<file path="src/rtl/approx_mult_err_sweep.sv">
// Exhaustive error analyser for W x W approximate multipliers.
// Each (a,b) pair goes to an external multiplier in turn, and its product is
// compared with the exact a*b. The block keeps the error count, the sum of
// error distances and the maximum error distance. The operand stream and the
// returned product can be DUT_LAT cycles apart, which covers pipelined
// multipliers.
module approx_mult_err_sweep #(
   parameter int W       = 4,
   parameter int DUT_LAT = 0
) (
   input  logic             clk,
   input  logic             rst,
   input  logic             start,
   output logic [W-1:0]     a_out,
   output logic [W-1:0]     b_out,
   output logic             op_valid,
   input  logic [2*W-1:0]   y_in,
   output logic             busy,
   output logic             done,
   output logic [2*W:0]     err_count,
   output logic [4*W-1:0]   sum_ed,
   output logic [2*W-1:0]   max_ed
);

   localparam int PW     = 2 * W;
   localparam int N      = 1 << PW;
   localparam int LAT_CW = (DUT_LAT > 1) ? $clog2(DUT_LAT) : 1;

   // pair_cnt is one bit wider than a pair index so that it can hold N,
   // which marks "every pair issued".
   localparam logic [PW:0]       PAIR_END   = (PW + 1)'(N);
   localparam logic [LAT_CW-1:0] DRAIN_INIT = LAT_CW'((DUT_LAT > 0) ? DUT_LAT - 1 : 0);

   typedef enum logic [1:0] {
      S_IDLE,
      S_SWEEP,
      S_DRAIN,
      S_DONE
   } state_t;

   state_t              state;
   logic [PW:0]         pair_cnt;
   logic [LAT_CW-1:0]   drain_cnt;
   logic                start_edge;
   logic [PW-1:0]       prod_now;
   logic                cmp_valid;
   logic [PW-1:0]       cmp_exp;
   logic signed [PW:0]  diff;
   logic [PW-1:0]       ed;

   // A start is acted on only when no sweep is in flight.
   assign start_edge = start && ((state == S_IDLE) || (state == S_DONE));

   // Exact product of the pair currently on the operand bus.
   assign prod_now = {{W{1'b0}}, a_out} * {{W{1'b0}}, b_out};

   // Sequencer: issues one pair per cycle (b inner, a outer), then waits for the latency tail.
   // NOTE: state registers use non-blocking (<=) assignments, so every branch sees the pre-edge values.
   always_ff @(posedge clk or posedge rst) begin
      if (rst) begin
         state     <= S_IDLE;
         pair_cnt  <= '0;
         drain_cnt <= '0;
         a_out     <= '0;
         b_out     <= '0;
         op_valid  <= 1'b0;
         busy      <= 1'b0;
         done      <= 1'b0;
      end else begin
         case (state)
            S_IDLE, S_DONE: begin
               if (start) begin
                  state    <= S_SWEEP;
                  pair_cnt <= '0;
                  busy     <= 1'b1;
                  done     <= 1'b0;
               end
            end
            S_SWEEP: begin
               if (pair_cnt == PAIR_END) begin
                  // The last pair was on the bus during the cycle that just ended.
                  a_out    <= '0;
                  b_out    <= '0;
                  op_valid <= 1'b0;
                  if (DUT_LAT == 0) begin
                     state <= S_DONE;
                     busy  <= 1'b0;
                     done  <= 1'b1;
                  end else begin
                     state     <= S_DRAIN;
                     drain_cnt <= DRAIN_INIT;
                  end
               end else begin
                  a_out    <= pair_cnt[PW-1:W];
                  b_out    <= pair_cnt[W-1:0];
                  op_valid <= 1'b1;
                  pair_cnt <= pair_cnt + (PW + 1)'(1);
               end
            end
            S_DRAIN: begin
               if (drain_cnt == '0) begin
                  state <= S_DONE;
                  busy  <= 1'b0;
                  done  <= 1'b1;
               end else begin
                  drain_cnt <= drain_cnt - LAT_CW'(1);
               end
            end
            default: begin
               state <= S_IDLE;
            end
         endcase
      end
   end

   // Align each pair's expected product with the cycle in which its y_in returns.
   generate
      if (DUT_LAT == 0) begin : g_comb
         assign cmp_valid = op_valid;
         assign cmp_exp   = prod_now;
      end else begin : g_pipe
         logic [PW:0] pipe [DUT_LAT];

         // Delay line of {valid, expected product}; it is emptied on reset and on start.
         // NOTE: this small array is reset element by element because stale valid bits would corrupt the stats.
         always_ff @(posedge clk or posedge rst) begin
            if (rst) begin
               for (int i = 0; i < DUT_LAT; i++) pipe[i] <= '0;
            end else if (start_edge) begin
               for (int i = 0; i < DUT_LAT; i++) pipe[i] <= '0;
            end else begin
               pipe[0] <= {op_valid, prod_now};
               for (int i = 1; i < DUT_LAT; i++) pipe[i] <= pipe[i-1];
            end
         end

         assign cmp_valid = pipe[DUT_LAT-1][PW];
         assign cmp_exp   = pipe[DUT_LAT-1][PW-1:0];
      end
   endgenerate

   // Error distance |exact - y_in|, formed as a (2W+1)-bit signed difference.
   // NOTE: every always_comb output is assigned on every path, so no latch is inferred.
   always_comb begin
      diff = $signed({1'b0, cmp_exp}) - $signed({1'b0, y_in});
      ed   = diff[PW] ? (~diff[PW-1:0] + PW'(1)) : diff[PW-1:0];
   end

   // Statistics accumulate while the compare stage is valid; a start clears them.
   always_ff @(posedge clk or posedge rst) begin
      if (rst) begin
         err_count <= '0;
         sum_ed    <= '0;
         max_ed    <= '0;
      end else if (start_edge) begin
         err_count <= '0;
         sum_ed    <= '0;
         max_ed    <= '0;
      end else if (cmp_valid) begin
         err_count <= err_count + (PW + 1)'(ed != '0);
         sum_ed    <= sum_ed + (4 * W)'(ed);
         if (ed > max_ed) max_ed <= ed;
      end
   end

endmodule

</file>
<file path="config.mk">
export PLATFORM = sky130hd
export DESIGN_NAME = approx_mult_err_sweep
export DESIGN_NICKNAME = d
export VERILOG_FILES = /design/src/rtl/approx_mult_err_sweep.sv
export SDC_FILE = /design/constraint.sdc
export NUM_CORES = 1
export LEC_CHECK = 0
export BUFFER_PORTS_ARGS = -buffer_cell sky130_fd_sc_hd__buf_2
export CAP_MARGIN = 15
export CORE_MARGIN = 2
export CORE_UTILIZATION = 35
export CTS_BUF_LIST = sky130_fd_sc_hd__clkbuf_8 sky130_fd_sc_hd__clkbuf_16
export CTS_CLUSTER_DIAMETER = 100
export CTS_CLUSTER_SIZE = 16
export DETAILED_ROUTE_END_ITERATION = 8
export PLACE_DENSITY = 0.62
export SKIP_CTS_REPAIR_TIMING = 1
export SYNTH_ARGS = -nofsm -noshare
export SYNTH_HDL_FRONTEND = slang
export SYNTH_SLANG_ARGS = --single-unit
</file>
<file path="constraint.sdc">
create_clock -name clk -period 7.6 [get_ports clk]
set_input_delay 2.28 -clock clk [delete_from_list [all_inputs] [get_ports clk]]
set_output_delay 2.28 -clock clk [all_outputs]
set_load 0.05 [all_outputs]
</file>
==> results of run 1 <==
cell type report:
type / instances / area share [%]
timing repair buffer: 61 / 7.65
sequential: 54 / 30.2
multi-input combinational: 311 / 52.1
clock inverter: 2 / 0.195
inverter: 49 / 4.10
tap: 140 / 3.91
clock buffer: 6 / 1.84
per-stage QoR:
| stage | std cells | hold WS (ps) | setup TNS, ps |
|---|---|---|---|
| after floorplan | 422 | 432 | 0 |
| after global placement | 612 | 446 | 0 |
| after detailed placement | 612 | 451 | 0 |
| after CTS | 620 | 470 | 0 |
| after global routing | 623 | 506 | -9.78 |
| final | 623 | 466 | 0 |
cell usage in the layout (no fill, tap or decap), drive strengths merged, types with 5 or more instances in the layout:
| cell type | Yosys | final |
|---|---|---|
| mux2 | 6 | 6 |
| clkbuf | 6 | 6 |
| nand2 | 25 | 25 |
| nand3 | 11 | 11 |
| nor2 | 43 | 43 |
| ha | 38 | 38 |
| nand4 | 7 | 7 |
| a21oi | 29 | 29 |
| and3 | 5 | 5 |
| fa | 11 | 11 |
| mux2i | 9 | 9 |
| o21ai | 14 | 14 |
| a21o | 5 | 5 |
| a211oi | 5 | 5 |
| dfrtp | 54 | 54 |
| xnor2 | 14 | 14 |
| nor2b | 5 | 5 |
| and2 | 15 | 15 |
| inv | 49 | 50 |
| xor2 | 17 | 17 |
| nor3 | 19 | 19 |
| buf | 2 | 61 |
path summary, 6_finish.rpt:
path                          endpoint  slack (ps)  depth (start not counted)
hold / removal                state[0]         470                          1
hold reg to reg               state[0]         470                          1
setup / recovery            sum_ed[15]         350                         23
min in group asynchronous  pair_cnt[5]        2160                          3
setup reg to reg            sum_ed[15]        1910                         23
max in group asynchronous    max_ed[6]        5000                          3
power by group through the flow:
stage	registers, uW	logic [uW]	clock network (uW)
6_report	468	820	162
5_1_grt	482	909	180
4_1_cts	470	816	167
3_5_place_dp	475	810	0
3_3_place_gp	474	798	0
2_1_floorplan	674	421	0
critical path: stages:
cell,delay (ps)
buf_2,110
fa_1,500
fa_1,520
fa_1,550
inv_1,40
ha_1,350
o21ai_2,210
o21ai_2,60
o2111ai_1,130
a21boi_2,150
nor2_1,210
mux2i_1,340
inv_1,140
ha_1,300
a21o_1,160
a21oi_1,200
o21ai_0,130
a21o_1,220
a21oi_1,210
o221ai_1,250
nand4_1,170
xor2_1,150
nor2_1,50
state kept, by name (all words and copies together) (netlist names):
name       flops
err_count      9
op_valid       1
sum_ed        16
max_ed         8
busy           1
b_out          4
pair_cnt       9
a_out          4
state          1
done           1
per-layer routing:
metal	GRT usage [%]	vias up	wire (um)
li1	-	1547	-
met1	21.3	1455	4180
met2	24.3	51	3870
met3	2.13	6	293
met4	2.08	0	37
met5	0	-	0
cell families (layout without fill, tap and decap cells):
family | Yosys count | after routing | share of synthesized area, %
AND/OR/NAND/NOR | 146 | 146 | 18.8
AO/OA/AOI/OAI | 70 | 70 | 11.8
buffers and inverters | 57 | 118 | 5.92
flip-flops | 54 | 54 | 34.5
adder cells (fa/ha/maj) | 49 | 49 | 17.8
XOR/XNOR | 31 | 31 | 7.13
multiplexers | 15 | 15 | 4.03
==> results.sh, run 1 <==
export IMPL_drive_above_1_share_pct=18.0
export IMPL_power_internal_uw=708
export IMPL_power_clock_fraction_pct=11.2
export IMPL_seq_power_share_pct=32.3
export IMPL_startpoint_type="input port"
export IMPL_post_drt_wl_per_cell_um=13.5
export IMPL_fin_crit_sh_pct=95.4
export IMPL_netSwitchingPower_uw=742
export IMPL_utilization_pct=41.2
export IMPL_ys_ff_latch=54
export IMPL_vias=3059
export IMPL_reg2reg_from="b_out[2]"
export IMPL_crit_type="in2reg"
export IMPL_post_route_cell_area_sq_um=4480
export IMPL_fmax_ghz=0.138
export IMPL_synthTopCellsByArea="dfrtp_1 (35%), ha_1 (12%), fa_1 (5.6%)"
export IMPL_first_iter_violations=120
export IMPL_via_per_inst=4.91
export IMPL_maxCapViolations=0
export IMPL_cts_sinks=54
export IMPL_swShare_pct=51.2
export IMPL_pre_cts_ws_ps=5.84
export IMPL_grt_pass1_vias=3073
export IMPL_antenna_found_initial=0
export IMPL_initial_core_util_pct=35.9
export IMPL_setup_viol=0
export IMPL_die_w_um=110
export IMPL_ys_seq_area_share_pct=34.5
export IMPL_end_kind="flip-flop"
export IMPL_finalWirelength_mm=8.38
export IMPL_setup_slack_ps=350
export IMPL_cts_tree="built"
export IMPL_area_growth_pct=14.6
export IMPL_synth_top_area_share_pct=34.5
export IMPL_p_leak_uw=0.00228
export IMPL_ys_warn_count=0
export IMPL_nets=542
export IMPL_netlist_area_sq_um=3910
export IMPL_cts_buffers=5
export IMPL_syn_nets=482
export IMPL_synth_edf_count=0
export IMPL_ir_worst_vdd_mv=0.186
export IMPL_core_area_sq_um=10900
export IMPL_synth_ff_type="dfrtp_1"
export IMPL_multi_input_comb_area_sq_um=2340
export IMPL_grt_overflow_total=0
export IMPL_port_buffers=54
export IMPL_period_needed_ps=7250
export IMPL_clkLatencyLatePin_ps=300
export IMPL_synth_most_common_cell="dfrtp_1"
export IMPL_hold_start="state[0]"
export IMPL_post_dp_cell_area_sq_um=4340
export IMPL_grt_pass1_wl_mm=14.4
export IMPL_syn_mean_instance_area_sq_um=9.27
export IMPL_dp_hpwl_mm=6.54
export IMPL_drv_slew=0
export IMPL_crit_arrival_ps=7450
export IMPL_synth_top_cells_by_count="dfrtp_1 (54), inv_1 (49), nor2_1 (43)"
export IMPL_dr_pass1_iters=4
export IMPL_pwr_share_comb_pct=56.6
export IMPL_die_area_sq_um=12000
export IMPL_tightestPinTransition_ps=714
export IMPL_fp_row_count=38
export IMPL_remaining_drc_errors=0
export IMPL_num_antenna_cells=0
export IMPL_num_fill_cells=1086
export IMPL_worst_path_max_fanout=6
export IMPL_skew_ps=6.33
export IMPL_setup_worst_path_start="y_in[3]"
export IMPL_h_tree_depth=2
export IMPL_status="completed"
export IMPL_syn_inst=422
export IMPL_critPathRequiredTime_ps=7800
export IMPL_synth_async_reset_ratio_pct=100
export IMPL_clkTransAtPathRegs_ps=90
export IMPL_slew_headroom_pct=52.0
export IMPL_grt_max_degree=55
export IMPL_antenna_left=0
export IMPL_p_total_uw=1450
export IMPL_die_h_um=110
export IMPL_ys_types=53
export IMPL_finalHoldViolCount=0
export IMPL_seq_area_sq_um=1350
export IMPL_num_io_pins=55
export IMPL_powerDensity_nw_per_um2=324
export IMPL_yosysTopAreaCell="dfrtp_1"
export IMPL_cts_buffer_depth=2
export IMPL_gp_congestion=0.831
export IMPL_clockRootBuffer="clkbuf_8"
export IMPL_hold_class="reg2reg"
export IMPL_grt_usage_pct=14.8
Power figures use the tool's default switching activity.
==> run 2: changes to the inputs <==
--- a/config.mk
+++ b/config.mk
@@ -14,7 +14,7 @@
 export CTS_CLUSTER_SIZE = 16
 export DETAILED_ROUTE_END_ITERATION = 8
 export PLACE_DENSITY = 0.62
-export SKIP_CTS_REPAIR_TIMING = 1
+export RECOVER_POWER = 25
 export SYNTH_ARGS = -nofsm -noshare
 export SYNTH_HDL_FRONTEND = slang
 export SYNTH_SLANG_ARGS = --single-unit
==> run 2 against run 1 <==
Net effect:
- the flow now finishes with violations (capacitance limit, slew limit)
- clock skew hardly changed
- setup slack unchanged
- largest power group unchanged
- critical path type unchanged
- final area shrank 0.11%
- sequential share of layout area is essentially flat
- power about the same
==> results.sh, run 2 (synthesis gave the netlist of run 1 again) <==
export IMPL_clkLatencyLatePin_ps=300
export IMPL_gp_congestion=0.831
export IMPL_finalHoldViolCount=0
export IMPL_critPathRequiredTime_ps=7800
export IMPL_die_h_um=110
export IMPL_cts_sinks=54
export IMPL_p_leak_uw=0.00227
export IMPL_port_buffers=54
export IMPL_startpoint_type="input port"
export IMPL_end_kind="flip-flop"
export IMPL_vias=3059
export IMPL_skew_ps=6.33
export IMPL_clkTransAtPathRegs_ps=90
export IMPL_ir_worst_vdd_mv=0.186
export IMPL_crit_type="in2reg"
export IMPL_grt_pass1_wl_mm=14.4
export IMPL_grt_max_degree=55
export IMPL_utilization_pct=41.1
export IMPL_final_common_cell="dfrtp_1"
export IMPL_hold_depth=1
export IMPL_post_drt_wl_per_cell_um=13.5
export IMPL_maxCapViolations=1
export IMPL_pwr_share_comb_pct=56.5
export IMPL_reg2reg_from="b_out[2]"
export IMPL_powerDensity_nw_per_um2=324
export IMPL_grt_overflow_total=0
export IMPL_worst_path_max_fanout=6
export IMPL_num_io_pins=55
export IMPL_period_needed_ps=7250
export IMPL_area_growth_pct=14.4
export IMPL_fmax_ghz=0.138
export IMPL_die_area_sq_um=12000
export IMPL_fin_crit_sh_pct=95.4
export IMPL_h_tree_depth=2
export IMPL_first_iter_violations=120
export IMPL_grt_usage_pct=14.8
export IMPL_dp_hpwl_mm=6.54
export IMPL_drv_slew=55
export IMPL_rr_endpoint="sum_ed[15]"
export IMPL_netSwitchingPower_uw=742
export IMPL_cts_tree="built"
export IMPL_slew_headroom_pct=-91.3
export IMPL_remaining_drc_errors=0
export IMPL_r2r_cells=23
export IMPL_layout_common_cells="dfrtp_1 (54), buf_2 (53), inv_1 (49), nor2_1 (43), ha_1 (38)"
export IMPL_grt_pass1_vias=3073
export IMPL_setup_viol=0
export IMPL_r2r_slack_ps=1910
export IMPL_post_route_cell_area_sq_um=4480
export IMPL_clockRootBuffer="clkbuf_8"
export IMPL_cts_buffer_depth=2
export IMPL_initial_core_util_pct=35.9
export IMPL_num_antenna_cells=0
export IMPL_status="finished with violations"
export IMPL_drive_above_1_share_pct=17.4
export IMPL_ctsHoldBuffers=0
export IMPL_die_w_um=110
export IMPL_power_clock_fraction_pct=11.2
export IMPL_crit_arrival_ps=7450
export IMPL_regMostFlops="sum_ed"
export IMPL_dr_pass1_iters=4
export IMPL_post_dp_cell_area_sq_um=4340
export IMPL_antenna_found_initial=0
export IMPL_core_area_sq_um=10900
export IMPL_largest_reg_flops=16
export IMPL_finalWirelength_mm=8.38
export IMPL_hold_start="state[0]"
export IMPL_top_regs="sum_ed (16), err_count (9), pair_cnt (9)"
export IMPL_fp_row_count=38
export IMPL_swShare_pct=51.2
export IMPL_via_per_inst=4.91
export IMPL_hold_class="reg2reg"
export IMPL_seq_power_share_pct=32.3
export IMPL_power_internal_uw=707
export IMPL_final_cells=623
export IMPL_antenna_left=0
export IMPL_nets=542
export IMPL_violations="capacitance limit, slew limit"
export IMPL_tightestPinTransition_ps=2870
export IMPL_dp_cells=612
export IMPL_cts_buffers=5
export IMPL_whs_endpoint="state[0]"
-- run 2: cell count changes in the layout (fill, tap and decap cells not counted), sizes merged --
cell	before	now
inv	50	49
clkinv	1	2
buf	61	59
clkbuf	6	8
-- run 2: per-layer routing --
layer	vias up	track usage (%)	routed length [um]	part of all wire (%)
li1	1547	-	-	-
met1	1455	21.3	4180	50
met2	51	24.3	3870	46
met3	6	2.13	294	3.5
met4	0	2.08	37	0.44
met5	-	0	0	0
-- run 2: worst max path at each step --
stage | start | end | slack (ps)
after floorplan | y_in[3] | sum_ed[15] | 500
after global placement | y_in[3] | sum_ed[15] | 170
after detailed placement | y_in[3] | sum_ed[15] | 6
after CTS | y_in[3] | sum_ed[15] | 280
after global routing | y_in[3] | sum_ed[10] | -8
final | y_in[3] | sum_ed[15] | 350
-- run 2: area by class of cell --
class	count	area [sq um]
clock buffer	6	82.6
clock inverter	2	8.76
fill	1087	6410
inverter	49	184
multi-input combinational	311	2340
sequential	54	1350
tap	140	175
timing repair buffer	61	338
-- run 2: stage by stage --
| step | setup slack [ps] | total power (uW) | hold WS (ps) | TNS (ps) |
|---|---|---|---|---|
| after floorplan | 499 | 1100 | 432 | 0 |
| after global placement | 174 | 1270 | 446 | 0 |
| after detailed placement | 5.84 | 1290 | 451 | 0 |
| after CTS | 284 | 1450 | 470 | 0 |
| after global routing | -8.43 | 1570 | 506 | -9.78 |
| final | 350 | 1450 | 466 | 0 |
-- run 2: critical path: stages --
cell       delay [ps]
buf_2             110
fa_1              500
fa_1              520
fa_1              550
inv_1              40
ha_1              350
o21ai_2           210
o21ai_2            60
o2111ai_1         130
a21boi_2          150
nor2_1            210
mux2i_1           340
inv_1             140
ha_1              300
a21o_1            160
a21oi_1           200
o21ai_0           130
a21o_1            220
a21oi_1           210
o221ai_1          250
nand4_1           170
xor2_1            150
nor2_1             50
-- run 2: what timing repair did --
action	CTS	global route
setup endpoints to repair	0	5
setup buffers	0	2
resized for setup	0	2
-- run 2: power groups by stage --
| stage | logic [uW] | clock network [uW] | registers, uW |
|---|---|---|---|
| floorplan | 421 | 0 | 674 |
| global placement | 798 | 0 | 474 |
| detailed placement | 810 | 0 | 475 |
| CTS | 816 | 167 | 470 |
| global route | 909 | 180 | 482 |
| finish | 820 | 162 | 468 |
==> run 3: changes to the inputs <==
--- a/config.mk
+++ b/config.mk
@@ -14,7 +14,8 @@
 export CTS_CLUSTER_SIZE = 16
 export DETAILED_ROUTE_END_ITERATION = 8
 export PLACE_DENSITY = 0.62
-export RECOVER_POWER = 25
+export RECOVER_POWER = 100
+export SLEW_MARGIN = 20
 export SYNTH_ARGS = -nofsm -noshare
 export SYNTH_HDL_FRONTEND = slang
 export SYNTH_SLANG_ARGS = --single-unit
==> run 3 against run 2 <==
Net effect:
- the run still ends with capacitance limit, slew limit left
- maximum frequency rose by 0.82%
- clock power is essentially flat
- register-to-register slack improved by 50 ps
- power fell by 1.3%
- worst hold slack barely moved
- count of clock-buffer cells in the layout is the same
- via count is 0.42% higher
- sequential cell count did not move
- setup slack better by 59 ps
- critical path type unchanged
- critical endpoint is now sum_ed[12]
==> results.sh, run 3 (synthesis gave the netlist of run 1 again) <==
export IMPL_die_h_um=110
export IMPL_top_regs="sum_ed (16), err_count (9), pair_cnt (9)"
export IMPL_fmax_ghz=0.139
export IMPL_layout_common_cells="dfrtp_1 (54), inv_1 (49), nor2_1 (43), ha_1 (38), clkbuf_1 (37)"
export IMPL_dp_hpwl_mm=6.54
export IMPL_skew_ps=6.98
export IMPL_h_tree_depth=2
export IMPL_tightestPinTransition_ps=2870
export IMPL_post_drt_wl_per_cell_um=13.5
export IMPL_p_leak_uw=0.00212
export IMPL_crit_arrival_ps=7360
export IMPL_num_antenna_cells=0
export IMPL_status="finished with violations"
export IMPL_pre_cts_ws_ps=5.84
export IMPL_port_buffers=54
export IMPL_via_per_inst=4.94
export IMPL_end_kind="flip-flop"
export IMPL_finalHoldViolCount=0
export IMPL_num_io_pins=55
export IMPL_nets=541
export IMPL_grt_usage_pct=14.8
export IMPL_violations="capacitance limit, slew limit"
export IMPL_drive_above_1_share_pct=10.6
export IMPL_fin_crit_sh_pct=94.6
export IMPL_r2r_slack_ps=1960
export IMPL_regMostFlops="sum_ed"
export IMPL_slew_headroom_pct=-91.6
export IMPL_cts_sinks=54
export IMPL_vias=3072
export IMPL_fp_row_count=38
export IMPL_area_growth_pct=12.9
export IMPL_critPathRequiredTime_ps=7770
export IMPL_largest_reg_flops=16
export IMPL_hold_class="reg2reg"
export IMPL_startpoint_type="input port"
export IMPL_setup_viol=0
export IMPL_rsz0062_at_grt="true"
export IMPL_drv_slew=55
export IMPL_core_area_sq_um=10900
export IMPL_die_w_um=110
export IMPL_maxCapViolations=1
export IMPL_period_needed_ps=7190
export IMPL_dr_pass1_iters=4
export IMPL_cts_tree="built"
export IMPL_cts_buffer_depth=2
export IMPL_ir_worst_vdd_mv=0.176
export IMPL_grt_pass1_vias=3073
export IMPL_crit_type="in2reg"
export IMPL_powerDensity_nw_per_um2=324
export IMPL_final_cells=622
export IMPL_grt_overflow_total=0
export IMPL_die_area_sq_um=12000
export IMPL_num_fill_cells=1090
export IMPL_final_common_cell="dfrtp_1"
export IMPL_clkLatencyLatePin_ps=300
export IMPL_clockRootBuffer="clkbuf_8"
export IMPL_gp_congestion=0.831
export IMPL_grt_pass1_wl_mm=14.4
export IMPL_worst_path_max_fanout=6
export IMPL_initial_core_util_pct=35.9
export IMPL_antenna_left=0
export IMPL_dp_cells=612
export IMPL_finalWirelength_mm=8.41
export IMPL_remaining_drc_errors=0
export IMPL_ctsHoldBuffers=0
export IMPL_first_iter_violations=149
export IMPL_grt_max_degree=55
export IMPL_clkTransAtPathRegs_ps=90
export IMPL_antenna_found_initial=0
export IMPL_cts_buffers=5
export IMPL_setup_slack_ps=409
## run 3: per-stage QoR
stage	total power [uW]	TNS (ps)	hold slack, ps	utilization [%]	instance area, sq um
after floorplan	1100	0	432	-	3910
after global placement	1270	0	446	39.9	4340
after detailed placement	1290	0	451	39.9	4340
after CTS	1450	0	470	40.7	4430
after global routing	1550	-69.7	506	40.6	4420
final	1430	0	466	40.6	4420
## run 3: what timing repair did
item,in CTS,in global routing
gates resized for setup,0,4
buffers inserted,0,2
setup endpoints to repair,0,7
## run 3: final timing paths
check	start	endpoint	cells after the start
worst max register to register	b_out[2]	sum_ed[12]	23
worst max-delay path	y_in[3]	sum_ed[12]	23
max in group asynchronous	rst	max_ed[6]	3
min in group asynchronous	rst	pair_cnt[5]	3
worst min register to register	state[0]	state[0]	1
worst min-delay path	state[0]	state[0]	1
## run 3: layout make-up
cell class              instances  area (sq um)  area share, %
multi-input cells             311          2350           53.2
inverters                      49           184           4.16
clock buffers                   6          82.6           1.87
well taps                     140           175           3.97
clock inverters                 2          8.76          0.198
flip-flops and latches         54          1350           30.6
repair buffers                 60           267           6.03
## run 3: critical path, cell delays in order
cell	delay [ps]
buf_2	110
fa_1	500
fa_1	520
fa_1	550
inv_1	40
ha_1	360
o21ai_2	100
o21ai_2	110
o2111ai_1	160
a21boi_2	300
nor2_1	140
mux2i_2	190
fa_1	420
nor2b_1	170
o21ai_0	130
a21boi_1	200
o21ai_0	140
a21oi_1	190
o21ai_0	100
buf_4	150
a211oi_1	280
xnor2_1	160
nor2_1	60
## run 3: per-layer routing
| metal | part of all wire, % | track usage, % | vias up |
|---|---|---|---|
| met5 | 0 | 0 | - |
| met4 | 0.30 | 2.08 | 0 |
| met3 | 3.4 | 2.13 | 4 |
| met2 | 46 | 24.3 | 46 |
| met1 | 50 | 21.3 | 1469 |
| li1 | - | - | 1553 |
## run 3: where the power goes
group | switching (uW) | internal (uW)
clock | 89.8 | 72.4
sequential | 102 | 367
combinational | 553 | 245
total | 745 | 685
